File: src/rtl/cdc_hs_pkg.sv
`default_nettype none
// ------------------------------------------------------------------
// cdc_hs_pkg : shared types and defaults for the req/ack CDC handshake
// Rev 1.0
// ------------------------------------------------------------------
package cdc_hs_pkg;

  localparam int DATA_W_DFLT      = 8;
  localparam int SYNC_STAGES_DFLT = 2;
  localparam int CNT_W_DFLT       = 16;

  typedef enum logic [1:0] {
    IDLE     = 2'd0,
    WAIT_POP = 2'd1,
    WAIT_REL = 2'd2
  } state_t;

endpackage
`default_nettype wire

File: src/rtl/cdc_handshake_rx_sync_bit.sv
`default_nettype none
// ------------------------------------------------------------------
// sync_bit : STAGES-flop single-bit synchronizer, async reset to 0
// Rev 1.0
// ------------------------------------------------------------------
module sync_bit #(
  parameter int STAGES = 2
) (
  input  logic clk,
  input  logic rst,
  input  logic d,
  output logic q
);

  logic [STAGES-1:0] r_chain;

  always_ff @(posedge clk or posedge rst) begin
    if (rst) begin
      r_chain <= '0;
    end else begin
      r_chain <= {r_chain[STAGES-2:0], d};
    end
  end

  assign q = r_chain[STAGES-1];

endmodule
`default_nettype wire

File: src/rtl/cdc_handshake_rx.sv
`default_nettype none
// ------------------------------------------------------------------
// cdc_handshake_rx : receive side of a 4-phase req/ack CDC handshake
// Rev 1.0
// ------------------------------------------------------------------
module cdc_handshake_rx
  import cdc_hs_pkg::*;
#(
  parameter int DATA_W      = DATA_W_DFLT,
  parameter int SYNC_STAGES = SYNC_STAGES_DFLT,
  parameter int CNT_W       = CNT_W_DFLT
) (
  input  logic              clk,
  input  logic              rst,
  input  logic              req_in,
  input  logic [DATA_W-1:0] data_in,
  output logic              ack_out,
  output logic              out_valid,
  output logic [DATA_W-1:0] out_data,
  input  logic              out_ready,
  output logic              busy,
  output logic              err_early_drop,
  output logic [CNT_W-1:0]  xfer_count
);

  logic              w_req_sync;
  state_t            r_state;
  state_t            w_state_nxt;
  logic              r_req_prev;
  logic              r_valid;
  logic              r_ack;
  logic              r_err;
  logic [DATA_W-1:0] r_data;
  logic [CNT_W-1:0]  r_cnt;
  logic              w_valid_nxt;
  logic              w_ack_nxt;
  logic              w_err_nxt;
  logic              w_cap;
  logic              w_cnt_inc;

  sync_bit #(
    .STAGES (SYNC_STAGES)
  ) u_req_sync (
    .clk (clk),
    .rst (rst),
    .d   (req_in),
    .q   (w_req_sync)
  );

  always_comb begin
    w_state_nxt = r_state;
    w_valid_nxt = r_valid;
    w_ack_nxt   = r_ack;
    w_err_nxt   = 1'b0;
    w_cap       = 1'b0;
    w_cnt_inc   = 1'b0;
    case (r_state)
      IDLE: begin
        w_ack_nxt   = 1'b0;
        w_valid_nxt = 1'b0;
        if (w_req_sync) begin
          w_cap       = 1'b1;
          w_valid_nxt = 1'b1;
          w_state_nxt = WAIT_POP;
        end
      end
      WAIT_POP: begin
        // Pulse only on the falling edge of req_sync so a long stall gives one error.
        w_err_nxt = r_req_prev & ~w_req_sync;
        if (out_ready && r_valid) begin
          w_valid_nxt = 1'b0;
          w_ack_nxt   = 1'b1;
          w_state_nxt = WAIT_REL;
        end
      end
      WAIT_REL: begin
        if (!w_req_sync) begin
          w_ack_nxt   = 1'b0;
          w_cnt_inc   = 1'b1;
          w_state_nxt = IDLE;
        end
      end
      default: begin
        w_ack_nxt   = 1'b0;
        w_valid_nxt = 1'b0;
        w_state_nxt = IDLE;
      end
    endcase
  end

  always_ff @(posedge clk or posedge rst) begin
    if (rst) begin
      r_state    <= IDLE;
      r_req_prev <= 1'b0;
      r_valid    <= 1'b0;
      r_ack      <= 1'b0;
      r_err      <= 1'b0;
      r_data     <= '0;
      r_cnt      <= '0;
    end else begin
      r_state    <= w_state_nxt;
      r_req_prev <= w_req_sync;
      r_valid    <= w_valid_nxt;
      r_ack      <= w_ack_nxt;
      r_err      <= w_err_nxt;
      if (w_cap) begin
        r_data <= data_in;
      end
      if (w_cnt_inc) begin
        r_cnt <= r_cnt + CNT_W'(1);
      end
    end
  end

  assign ack_out        = r_ack;
  assign out_valid      = r_valid;
  assign out_data       = r_data;
  assign err_early_drop = r_err;
  assign xfer_count     = r_cnt;
  assign busy           = (r_state != IDLE);

endmodule
`default_nettype wire

File: config.mk
export PLATFORM = sky130hd
export DESIGN_NAME = cdc_handshake_rx
export DESIGN_NICKNAME = d
export VERILOG_FILES = /design/src/rtl/cdc_hs_pkg.sv /design/src/rtl/cdc_handshake_rx_sync_bit.sv /design/src/rtl/cdc_handshake_rx.sv
export SDC_FILE = /design/constraint.sdc
export NUM_CORES = 1
export LEC_CHECK = 0
export ABC_AREA = 1
export BUFFER_PORTS_ARGS = -buffer_cell sky130_fd_sc_hd__buf_2
export CORE_UTILIZATION = 40
export CTS_BUF_LIST = sky130_fd_sc_hd__clkbuf_4
export DETAILED_ROUTE_END_ITERATION = 10
export GPL_TIMING_DRIVEN = 0
export PLACE_DENSITY = 0.69
export SYNTH_ARGS = -nofsm -noshare
export SYNTH_HDL_FRONTEND = slang
export SYNTH_SLANG_ARGS = --single-unit
File: constraint.sdc
create_clock -name clk -period 1.4 [get_ports clk]
set_clock_uncertainty 0.1 [all_clocks]
set_input_delay 0.14 -clock clk [delete_from_list [all_inputs] [get_ports clk]]
set_output_delay 0.14 -clock clk [all_outputs]
set_load 0.1 [all_outputs]
---- After elaboration in Yosys (flattened, before gate mapping) ----
Cells that the tools add are included.
word-level totals
  RAM bits ................................ 0
  latch bits .............................. 0
  input port bits ......................... 12
  memories ................................ 0
  word-level logic and storage cells ...... 37
  output and inout port bits .............. 28
  bits in read-only memories .............. 0
  register bits ........................... 32
operators by class
  multiplexer cells ....................... 14
  multiply operators ...................... 0
  bitwise gates (word level) .............. 3
  divide/modulo/power cells ............... 0
  shifts and indexed selects .............. 0
  equal/unequal tests ..................... 5
  magnitude comparators ................... 0
  reduce and logical (&&, ||, !) cells .... 6
  add/sub/neg operators ................... 1
operators with widths
  cell                                            count
  adder 16 x 1 -> 16 bit (second input constant)  1
  two-way mux 1 bit                               8
  two-way mux 2 bit                               3
  one-hot mux 2 bit (3 select lines)              1
  != test 2 bit (second input constant)           2
  AND reduction 2 bit                             2
  one-hot mux 1 bit (3 select lines)              1
  AND reduction 3 bit                             1
  == test 2 x 1 -> 1 bit (second input constant)  1
  == test 2 bit (second input constant)           1
  zero test 2 bit                                 1
  != test 2 x 1 -> 1 bit (second input constant)  1
  inverter 1 bit                                  2
  one-hot mux 1 bit (2 select lines)              1
  nonzero test 2 bit                              1
  AND 1 bit                                       1
  logical AND 1 bit                               1

---- Logic depth before layout (Yosys ltp) ----
Gate-level depths: netlist of run 1.
  depth in word-level cells ............... 3
  depth in mapped cells ................... 8
  depth with buffers taken out ............ 8

---- By module ----
From an unflattened synthesis of run 1, not the netlist that was laid out.
second synthesis, totals
  cell total of the unflattened synthesis .. 170
  area total of the unflattened synthesis .. 1465.2 sq um
modules (own cells, without submodules)
  module            times used  cells each  area an instance (sq um)  seq. area each (sq um)
  cdc_handshake_rx  1           167         1411.4                    750.7
  sync_bit          1           3           53.8                      50.0

---- Least setup slack after synthesis of run 1 ----
OpenSTA, ideal clock, no wires.
  path type ............................... reg-to-reg
  start ................................... register r_cnt[1] (netlist: xfer_count[1])
  end ..................................... register r_cnt[10] (netlist: xfer_count[10])
  required time ........................... 1141 ps
  buffers on the path ..................... 0
  stages on the path, launching flop included .. 6
  setup time .............................. 159 ps
  clock period less this slack ............ 2106 ps
  path slack .............................. -706 ps
  arrival ................................. 1847 ps
  cell sequence ........................... dfrtp_1 -> ha_1 -> nand3_1 -> nor3_2 -> nand2_1 -> xnor2_1
between the ends
  word-level cells in the longest chain between the ends .. 1
ends and longest elaborated chain
  element                   RTL line                 RTL
  start: declaration        cdc_handshake_rx.sv:34   logic [CNT_W-1:0] r_cnt;
  start signal: assignment  cdc_handshake_rx.sv:110  r_cnt <= r_cnt + CNT_W'(1);
  adder 16 x 1 -> 16 bit    cdc_handshake_rx.sv:110
Every way passes these cells.
A chain may end at the register's enable or synchronous reset.

---- Worst setup path in the final report of run 1 ----
  start ................................... register r_state[1]
  end ..................................... output port busy
between the ends
  word-level cells in the longest chain between the ends .. 1
ends and longest elaborated chain
  element                   RTL line                 RTL
  start: declaration        cdc_handshake_rx.sv:27   state_t r_state;
  start signal: assignment  cdc_handshake_rx.sv:101  r_state <= w_state_nxt;
  nonzero test 2 bit        cdc_handshake_rx.sv:120  assign busy = (r_state != IDLE);
  end: declaration          cdc_handshake_rx.sv:21   output logic busy,
Every way passes these cells.

==> results.sh, run 1 <==
export IMPL_grt_pass1_vias=1126
export IMPL_drt_pre_antenna_iters=4
export IMPL_relSlewSlack=0.575
export IMPL_fin_area_sq_um=2150
export IMPL_antenna_cells=0
export IMPL_worstSetupStartpointType="flop"
export IMPL_instances_no_fill=258
export IMPL_postSynthAreaPerCell_sq_um=9.70
export IMPL_critical_path_required_ps=1160
export IMPL_power_density_nw_per_um2=2270
export IMPL_post_dp_cell_area_sq_um=1770
export IMPL_dp_hpwl_mm=2.04
export IMPL_path_clk_slew_ps=100
export IMPL_power_mw=4.88
export IMPL_synth_nets=160
export IMPL_fillers=282
export IMPL_syn_area_sq_um=1430
export IMPL_max_clock_path_buffers=2
export IMPL_mostFrequentLayoutCells="nand2_1, buf_4, clkbuf_4"
export IMPL_setup_slack_ps=-4.46
export IMPL_post_place_cells=232
export IMPL_numClockSinks=32
export IMPL_grt_antenna_before_repair=0
export IMPL_vdd_ir_drop_max_v=0.00190
export IMPL_pin_count=40
export IMPL_numCtsBuffers=5
export IMPL_final_common_cell="nand2_1"
export IMPL_crit_arrival_ps=1160
export IMPL_gp_congestion=0.813
export IMPL_final_hold_violation_count=0
export IMPL_drc=0
export IMPL_fmax_mhz=712
export IMPL_hp_start="out_ready"
export IMPL_grt_start_max_net_pins=33
export IMPL_core_area_sq_um=3360
export IMPL_postSynthCellCount=147
export IMPL_cts_max_level=2
export IMPL_io_buffer_count=39
export IMPL_ant_nets=0
export IMPL_hold_depth=4
export IMPL_insertion_delay_ps=330
export IMPL_setup_violations_final=1
export IMPL_crit_path_end_kind="output pin"
export IMPL_floorplan_initialDensity=0.424
export IMPL_crit_fanout=4
export IMPL_maxCapViolations=0
export IMPL_multi_input_area_sq_um=637
export IMPL_rsz0062_at_grt="yes"
export IMPL_timing_rr_end="xfer_count[11]"
export IMPL_seq_area_frac_synth=0.561
export IMPL_die_w_um=61.7
export IMPL_routed_wl_mm=3.06
export IMPL_criticalPathCategory="flop to output pin"
export IMPL_hp_class="input pin to flop"
export IMPL_vias_per_cell=4.64
export IMPL_r2r_slack_ps=10
export IMPL_fin_nets=224
export IMPL_hold_end="r_state[0]"
export IMPL_worst_slew_pin_slew_ps=637
export IMPL_drive_gt1_frac=0.458
export IMPL_reg2regPathDepth=7
export IMPL_status="complete, but fails checks"
export IMPL_p_leak_nw=1.03
export IMPL_ys_types=20
export IMPL_num_vias=1198
export IMPL_grt_usage=0.180
export IMPL_drt_iter0_drc=52
export IMPL_slew_viol_final=0
export IMPL_yosysWarnings=0
export IMPL_register_area_sq_um=856
export IMPL_grt_pass1_wl_mm=4.79
export IMPL_die_area_sq_um=3810
export IMPL_wl_per_cell_um=11.9
export IMPL_violations="setup timing"
export IMPL_fin_crit_sh=1.00
export IMPL_r2r_start="r_state[0]"
export IMPL_tritoncts="built"
export IMPL_period_needed_ps=1400
export IMPL_num_rows=21
export IMPL_syn2layout_area_growth_pct=50.6
export IMPL_grt_overflow=0
export IMPL_synth_seq_cells=32
export IMPL_cts_root_buf="clkbuf_4"
export IMPL_die_height_um=61.7
## how the worst max path moves through the flow
stage	depth (start not counted)	slack (ps)	start	endpoint
after floorplan	5	-120	xfer_count[1]	xfer_count[10]
after CTS	5	-20	u_req_sync.r_chain[1]	xfer_count[8]
after detailed placement	2	-160	rst	xfer_count[3]
after global routing	8	-80	r_state[0]	xfer_count[15]
final	3	-4	r_state[1]	busy
after global placement	2	-90	rst	xfer_count[7]
## registers in the layout (all words and copies together) (netlist names)
name,cells
ack_out,1
err_early_drop,1
out_data,8
out_valid,1
r_req_prev,1
r_state,2
u_req_sync.r_chain,2
xfer_count,16
## power by group
| group | internal [mW] | leakage, nW | switching, mW |
|---|---|---|---|
| registers | 1.20 | 0.380 | 0.231 |
| logic | 0.646 | 0.603 | 2.09 |
| clock network | 0.394 | 0.0456 | 0.308 |
## layout make-up
type	count	area share
Clock buffer	6	0.0210
Clock inverter	2	0.0163
Inverter	16	0.0280
Multi-Input combinational cell	99	0.296
Sequential cell	32	0.398
Tap cell	46	0.0268
Timing Repair Buffer	57	0.213
## stage by stage
| step | setup slack, ps | hold WS [ps] | util | TNS [ps] |
|---|---|---|---|---|
| after floorplan | -115 | 71.4 | - | -668 |
| after global placement | -87.0 | 149 | 0.527 | -1290 |
| after detailed placement | -161 | 150 | 0.527 | -2500 |
| after CTS | -24.2 | 18.9 | 0.593 | -69.8 |
| after global routing | -75.9 | 50.1 | 0.639 | -426 |
| final | -4.46 | 42.6 | 0.639 | -4.46 |
## metal layers
metal / global-route usage / up-vias / wire length, um
met5: 0 / - / 0
met4: 0.0762 / 0 / 48
met3: 0.0663 / 7 / 184
met2: 0.292 / 36 / 1510
met1: 0.216 / 564 / 1320
li1: - / 591 / -
## cell families (layout without fill, tap and decap cells)
logic type / after synthesis / in the layout / synth area share
AO/OA/AOI/OAI: 5 / 5 / 0.0211
flip-flops: 32 / 32 / 0.561
XOR/XNOR: 11 / 11 / 0.0675
AND/OR/NAND/NOR: 74 / 74 / 0.236
multiplexers: 8 / 8 / 0.0632
buffers and inverters: 16 / 81 / 0.0421
adder cells (fa/ha/maj): 1 / 1 / 0.00877
## cell usage after synthesis
cell type   n  area share
a21bo_1     1      0.0070
nand2_1    40        0.11
nor2_2      1      0.0044
nor3_1      1      0.0035
xnor2_1     5       0.031
xor2_1      6       0.037
inv_1      13       0.034
nand4_1     5       0.022
nor3_2      1      0.0070
mux2_1      3       0.024
ha_1        1      0.0088
inv_2       3      0.0079
nand3_1     4       0.014
nor2_4      2       0.016
o21ai_0     4       0.014
mux2_2      5       0.039
dfrtp_1    32        0.56
nor2_1     15       0.039
nand3_2     1      0.0070
nand2_2     4       0.018
## critical path, cell delays in order, from the launching register on
cell and delay (ps):
dfrtp_2 480, nor2_4 120, inv_1 60, buf_6 180
## what timing repair did
action | in CTS | in global routing
pin swaps | 3 | 5
hold endpoints to repair | 9 | 13
setup buffers | 1 | 6
hold buffers | 9 | 1
resized for setup | 18 | 18
endpoints found under the setup margin | 21 | 24
(Power assumes the default switching activity.)
==> run 2, diff against run 1 <==
--- a/config.mk
+++ b/config.mk
@@ -12,6 +12,7 @@
 export DETAILED_ROUTE_END_ITERATION = 10
 export GPL_TIMING_DRIVEN = 0
 export PLACE_DENSITY = 0.69
+export RECOVER_POWER = 25
 export SYNTH_ARGS = -nofsm -noshare
 export SYNTH_HDL_FRONTEND = slang
 export SYNTH_SLANG_ARGS = --single-unit
==> results.sh, run 2 (synthesis gave the netlist of run 1 again) <==
export IMPL_status="complete, but fails checks"
export IMPL_violations="setup timing"
export IMPL_slew_viol_final=0
export IMPL_mostFrequentLayoutCells="nand2_1, buf_4, clkbuf_4"
export IMPL_setup_slack_ps=-4.46
export IMPL_reg2regPathDepth=7
export IMPL_post_dp_cell_area_sq_um=1770
export IMPL_drive_gt1_frac=0.458
export IMPL_vias_per_cell=4.65
export IMPL_final_common_cell="nand2_1"
export IMPL_floorplan_initialDensity=0.424
export IMPL_maxCapViolations=0
export IMPL_grt_antenna_before_repair=0
export IMPL_vdd_ir_drop_max_v=0.00190
export IMPL_grt_usage=0.180
export IMPL_period_needed_ps=1400
export IMPL_worstSetupStartpointType="flop"
export IMPL_pin_count=40
export IMPL_drc=0
export IMPL_gp_congestion=0.813
export IMPL_syn2layout_area_growth_pct=50.6
export IMPL_wl_per_cell_um=11.9
export IMPL_fin_crit_sh=1.00
export IMPL_die_height_um=61.7
export IMPL_drt_iter0_drc=52
export IMPL_numClockSinks=32
export IMPL_p_leak_nw=1.03
export IMPL_max_clock_path_buffers=2
export IMPL_setup_violations_final=1
export IMPL_ant_nets=0
export IMPL_crit_arrival_ps=1160
export IMPL_grt_start_max_net_pins=33
export IMPL_grt_pass1_vias=1126
export IMPL_grt_pass1_wl_mm=4.79
export IMPL_drt_pre_antenna_iters=4
export IMPL_die_w_um=61.7
export IMPL_rsz0062_at_grt="yes"
export IMPL_cts_max_level=2
export IMPL_die_area_sq_um=3810
export IMPL_path_clk_slew_ps=100
export IMPL_fmax_mhz=712
export IMPL_holdWs_ps=42.6
export IMPL_grt_overflow=0
export IMPL_crit_fanout=4
export IMPL_num_vias=1199
export IMPL_fin_area_sq_um=2150
export IMPL_antenna_cells=0
export IMPL_relSlewSlack=0.575
export IMPL_fin_nets=224
export IMPL_hold_depth=4
export IMPL_crit_path_end_kind="output pin"
export IMPL_power_mw=4.88
export IMPL_dp_hpwl_mm=2.04
export IMPL_num_rows=21
export IMPL_io_buffer_count=39
export IMPL_numCtsBuffers=5
export IMPL_core_area_sq_um=3360
export IMPL_worst_slew_pin_slew_ps=637
export IMPL_final_hold_violation_count=0
export IMPL_criticalPathCategory="flop to output pin"
export IMPL_cts_root_buf="clkbuf_4"
export IMPL_critical_path_required_ps=1160
export IMPL_hp_class="input pin to flop"
export IMPL_power_density_nw_per_um2=2270
export IMPL_tritoncts="built"
export IMPL_routed_wl_mm=3.06
export IMPL_largest_reg_flops=16
export IMPL_insertion_delay_ps=330
## run 2: through the flow
stage	setup slack, ps	std cells	setup TNS (ps)	utilization
4_1_cts	-24.2	250	-69.8	0.593
6_report	-4.46	258	-4.46	0.639
2_1_floorplan	-115	147	-668	-
3_5_place_dp	-161	232	-2500	0.527
5_1_grt	-75.9	258	-426	0.639
3_3_place_gp	-87.0	232	-1290	0.527
## run 2: repair_timing
item / 4_1_cts / 5_1_grt
gates resized for setup: 18 / 18
hold buffers: 9 / 1
buffers inserted: 1 / 6
pin swaps: 3 / 5
endpoints found under the hold margin: 9 / 13
endpoints found under the setup margin: 21 / 24
## run 2: per-layer routing
layer | share of wire | track usage | vias to the layer above
li1 | - | - | 591
met1 | 0.43 | 0.216 | 565
met2 | 0.49 | 0.292 | 36
met3 | 0.060 | 0.0663 | 7
met4 | 0.016 | 0.0762 | 0
met5 | 0 | 0 | -
## run 2: cell type report
| type | count | area (sq um) |
|---|---|---|
| Clock buffer | 6 | 45.0 |
| Clock inverter | 2 | 35.0 |
| Fill cell | 282 | 1210 |
| Inverter | 16 | 60.1 |
| Multi-Input combinational cell | 99 | 637 |
| Sequential cell | 32 | 856 |
| Tap cell | 46 | 57.6 |
| Timing Repair Buffer | 57 | 458 |
## run 2: worst paths after layout
check	start	to	slack [ps]
worst max-delay path	r_state[1]	busy	-4
worst min-delay path	out_ready	r_state[0]	40
worst max register to register	r_state[0]	xfer_count[11]	10
worst min register to register	u_req_sync.r_chain[0]	u_req_sync.r_chain[1]	260
max in group asynchronous	rst	xfer_count[2]	340
min in group asynchronous	rst	out_data[7]	340
## run 2: critical path, cell delays in order (launching register included)
cell and delay (ps):
dfrtp_2 480, nor2_4 120, inv_1 60, buf_6 180
## run 2: power by group
group / internal (mW) / total [mW] / leakage [nW] / switching [mW]
logic: 0.646 / 2.74 / 0.603 / 2.09
registers: 1.20 / 1.44 / 0.380 / 0.231
clock network: 0.394 / 0.701 / 0.0456 / 0.308
total: 2.24 / 4.88 / 1.03 / 2.63
==> run 3, diff against run 2 <==
--- a/config.mk
+++ b/config.mk
@@ -5,13 +5,12 @@
 export SDC_FILE = /design/constraint.sdc
 export NUM_CORES = 1
 export LEC_CHECK = 0
-export ABC_AREA = 1
 export BUFFER_PORTS_ARGS = -buffer_cell sky130_fd_sc_hd__buf_2
 export CORE_UTILIZATION = 40
 export CTS_BUF_LIST = sky130_fd_sc_hd__clkbuf_4
 export DETAILED_ROUTE_END_ITERATION = 10
 export GPL_TIMING_DRIVEN = 0
-export PLACE_DENSITY = 0.69
+export PLACE_DENSITY = 0.7
 export RECOVER_POWER = 25
 export SYNTH_ARGS = -nofsm -noshare
 export SYNTH_HDL_FRONTEND = slang
==> results.sh, run 3 <==
export IMPL_holdWs_ps=-162
export IMPL_insertion_delay_ps=330
export IMPL_multi_input_area_sq_um=629
export IMPL_die_area_sq_um=3550
export IMPL_grt_usage=0.182
export IMPL_place_ws_ps=-211
export IMPL_numCtsBuffers=5
export IMPL_worst_slew_pin_slew_ps=1100
export IMPL_routed_wl_mm=2.96
export IMPL_numClockSinks=32
export IMPL_dp_hpwl_mm=1.75
export IMPL_gp_congestion=0.735
export IMPL_vdd_ir_drop_max_v=0.00186
export IMPL_num_vias=1019
export IMPL_yosysWarnings=0
export IMPL_drt_pre_antenna_iters=4
export IMPL_p_switching_mw=2.25
export IMPL_violations="hold timing, setup timing"
export IMPL_p_leak_nw=1.04
export IMPL_maxCapViolations=0
export IMPL_fillers=240
export IMPL_final_common_cell="buf_4"
export IMPL_die_height_um=59.6
export IMPL_synth_edff_count=0
export IMPL_slowest_stage="dfrtp_1"
export IMPL_core_area_sq_um=3100
export IMPL_fmax_mhz=647
export IMPL_floorplan_initialDensity=0.428
export IMPL_crit_arrival_ps=1310
export IMPL_syn2layout_area_growth_pct=60.2
export IMPL_syn_area_sq_um=1330
export IMPL_grt_overflow=0
export IMPL_synth_top_area_cell="dfrtp_1"
export IMPL_ys_types=27
export IMPL_drc=0
export IMPL_grt_start_max_net_pins=33
export IMPL_synth_seq_cells=32
export IMPL_setup_violations_final=22
export IMPL_max_clock_path_buffers=2
export IMPL_status="complete, but fails checks"
export IMPL_antenna_cells=0
export IMPL_crit_path_end_kind="output pin"
export IMPL_critical_path_required_ps=1160
export IMPL_post_place_cells=185
export IMPL_vias_per_cell=4.72
export IMPL_io_buffer_count=39
export IMPL_pwr_share_seq=0.287
export IMPL_cp_cell_sequence="clkbuf_8, or2_4, buf_12"
export IMPL_setup_slack_ps=-145
export IMPL_synth_nets=115
export IMPL_cts_max_level=2
export IMPL_async_flop_share=1.00
export IMPL_die_w_um=59.6
export IMPL_fin_crit_sh=1.10
export IMPL_hp_class="input pin to async pin"
export IMPL_register_area_sq_um=847
export IMPL_slew_viol_final=0
export IMPL_grt_pass1_vias=1056
export IMPL_r2r_slack_ps=-130
export IMPL_final_hold_violation_count=32
export IMPL_instances_no_fill=216
export IMPL_postSynthCellCount=102
export IMPL_post_synth_top_count_cell="dfrtp_1"
export IMPL_cts_root_buf="clkbuf_4"
export IMPL_postSynthAreaPerCell_sq_um=13.0
export IMPL_synth_common_cells="dfrtp_1, xor2_1, mux2_2, nand2_1, nor2_1"
export IMPL_p_int_mw=2.28
export IMPL_synthTopCellsByArea="dfrtp_1, mux2_2, xor2_1, xnor2_1, nand2_1"
export IMPL_drive_gt1_frac=0.622
export IMPL_p_comb_frac=0.564
export IMPL_pwr_share_clk=0.149
export IMPL_mostFrequentLayoutCells="buf_4, dfrtp_1, buf_2"
export IMPL_ant_nets=0
export IMPL_worstSetupStartpointType="flop"
export IMPL_criticalPathCategory="flop to output pin"
export IMPL_num_rows=20
export IMPL_crit_family="flip-flops"
export IMPL_critPathMaxStageDelay_ps=390
export IMPL_path_clk_slew_ps=100
export IMPL_period_needed_ps=1550
export IMPL_crit_fanout=10
export IMPL_power_density_nw_per_um2=2130
export IMPL_hold_buffers=9
export IMPL_fin_nets=184
export IMPL_seq_area_frac_synth=0.603
export IMPL_pin_count=40
export IMPL_relSlewSlack=0.261
export IMPL_largest_reg_flops=16
export IMPL_swShare=0.497
export IMPL_wl_per_cell_um=13.7
export IMPL_grt_antenna_before_repair=0
export IMPL_synth_top_area_frac=0.603
export IMPL_rsz0062_at_grt="yes"
export IMPL_grt_pass1_wl_mm=4.68
export IMPL_synth_ff_type="dfrtp_1"
export IMPL_tritoncts="built"
export IMPL_worst_path_buf_inv=2
export IMPL_drt_iter0_drc=44
-- run 3: cell families (layout without fill, tap and decap cells) --
logic type	after synthesis	after routing	synth area share
AND/OR/NAND/NOR	35	35	0.170
multiplexers	10	10	0.0839
AO/OA/AOI/OAI	4	4	0.0207
XOR/XNOR	15	15	0.0990
adder cells (fa/ha/maj)	1	1	0.00942
buffers and inverters	5	75	0.0141
flip-flops	32	32	0.603
-- run 3: final timing paths --
kind                                  startpoint                    end  depth (start not counted)
setup / recovery                      r_state[1]                   busy                          3
hold / removal                               rst          xfer_count[2]                          2
setup reg to reg                      r_state[0]            out_data[3]                          7
hold reg to reg            u_req_sync.r_chain[0]  u_req_sync.r_chain[1]                          0
max in group asynchronous                    rst         xfer_count[10]                          2
min in group clk                       out_ready             r_state[1]                          3
-- run 3: through the flow --
stage               setup TNS, ps  power [mW]  instance area (sq um)  utilization
finish                      -1990        4.53                   2130        0.685
global route                -3870        4.69                   2130        0.685
detailed placement          -3910        3.33                   1660        0.533
floorplan                   -1920        3.02                   1410            -
global placement            -2810        3.29                   1660        0.533
CTS                         -1170        4.40                   2050        0.662
-- run 3: what timing repair did --
| item | CTS | global route |
|---|---|---|
| endpoints found under the setup margin | 36 | 29 |
| setup buffers | 11 | 4 |
| pin swaps | 9 | 9 |
| gates resized for setup | 44 | 16 |
| hold endpoints to repair | 9 | 32 |
-- run 3: worst register-to-register path, cell delays in order, from the launching register on --
cell     delay (ps)
dfrtp_1         410
buf_4           140
buf_6           120
inv_4            60
nand2_4          50
nor2_4          100
buf_12          140
mux2_4          300
-- run 3: power by group through the flow --
stage          Sequential [mW]  Clock, mW  Combinational (mW)
2_1_floorplan             2.56          0               0.466
3_5_place_dp              1.31          0                2.02
5_1_grt                   1.32      0.734                2.64
6_report                  1.30      0.674                2.56
4_1_cts                   1.29      0.699                2.41
3_3_place_gp              1.29          0                1.99
-- run 3: per-layer routing --
metal,up-vias,part of all wire,track usage
met5,-,0,0
met4,0,0.015,0.0864
met3,3,0.050,0.0546
met2,32,0.52,0.297
met1,499,0.42,0.219
li1,485,-,-
-- run 3: final cells by class --
cell class / instances / share of cell area
Tap cell: 44 / 0.0259
Multi-Input combinational cell: 65 / 0.296
Clock buffer: 5 / 0.0176
Inverter: 4 / 0.00824
Timing Repair Buffer: 62 / 0.230
Sequential cell: 32 / 0.398
Buffer: 1 / 0.00647
Clock inverter: 3 / 0.0176
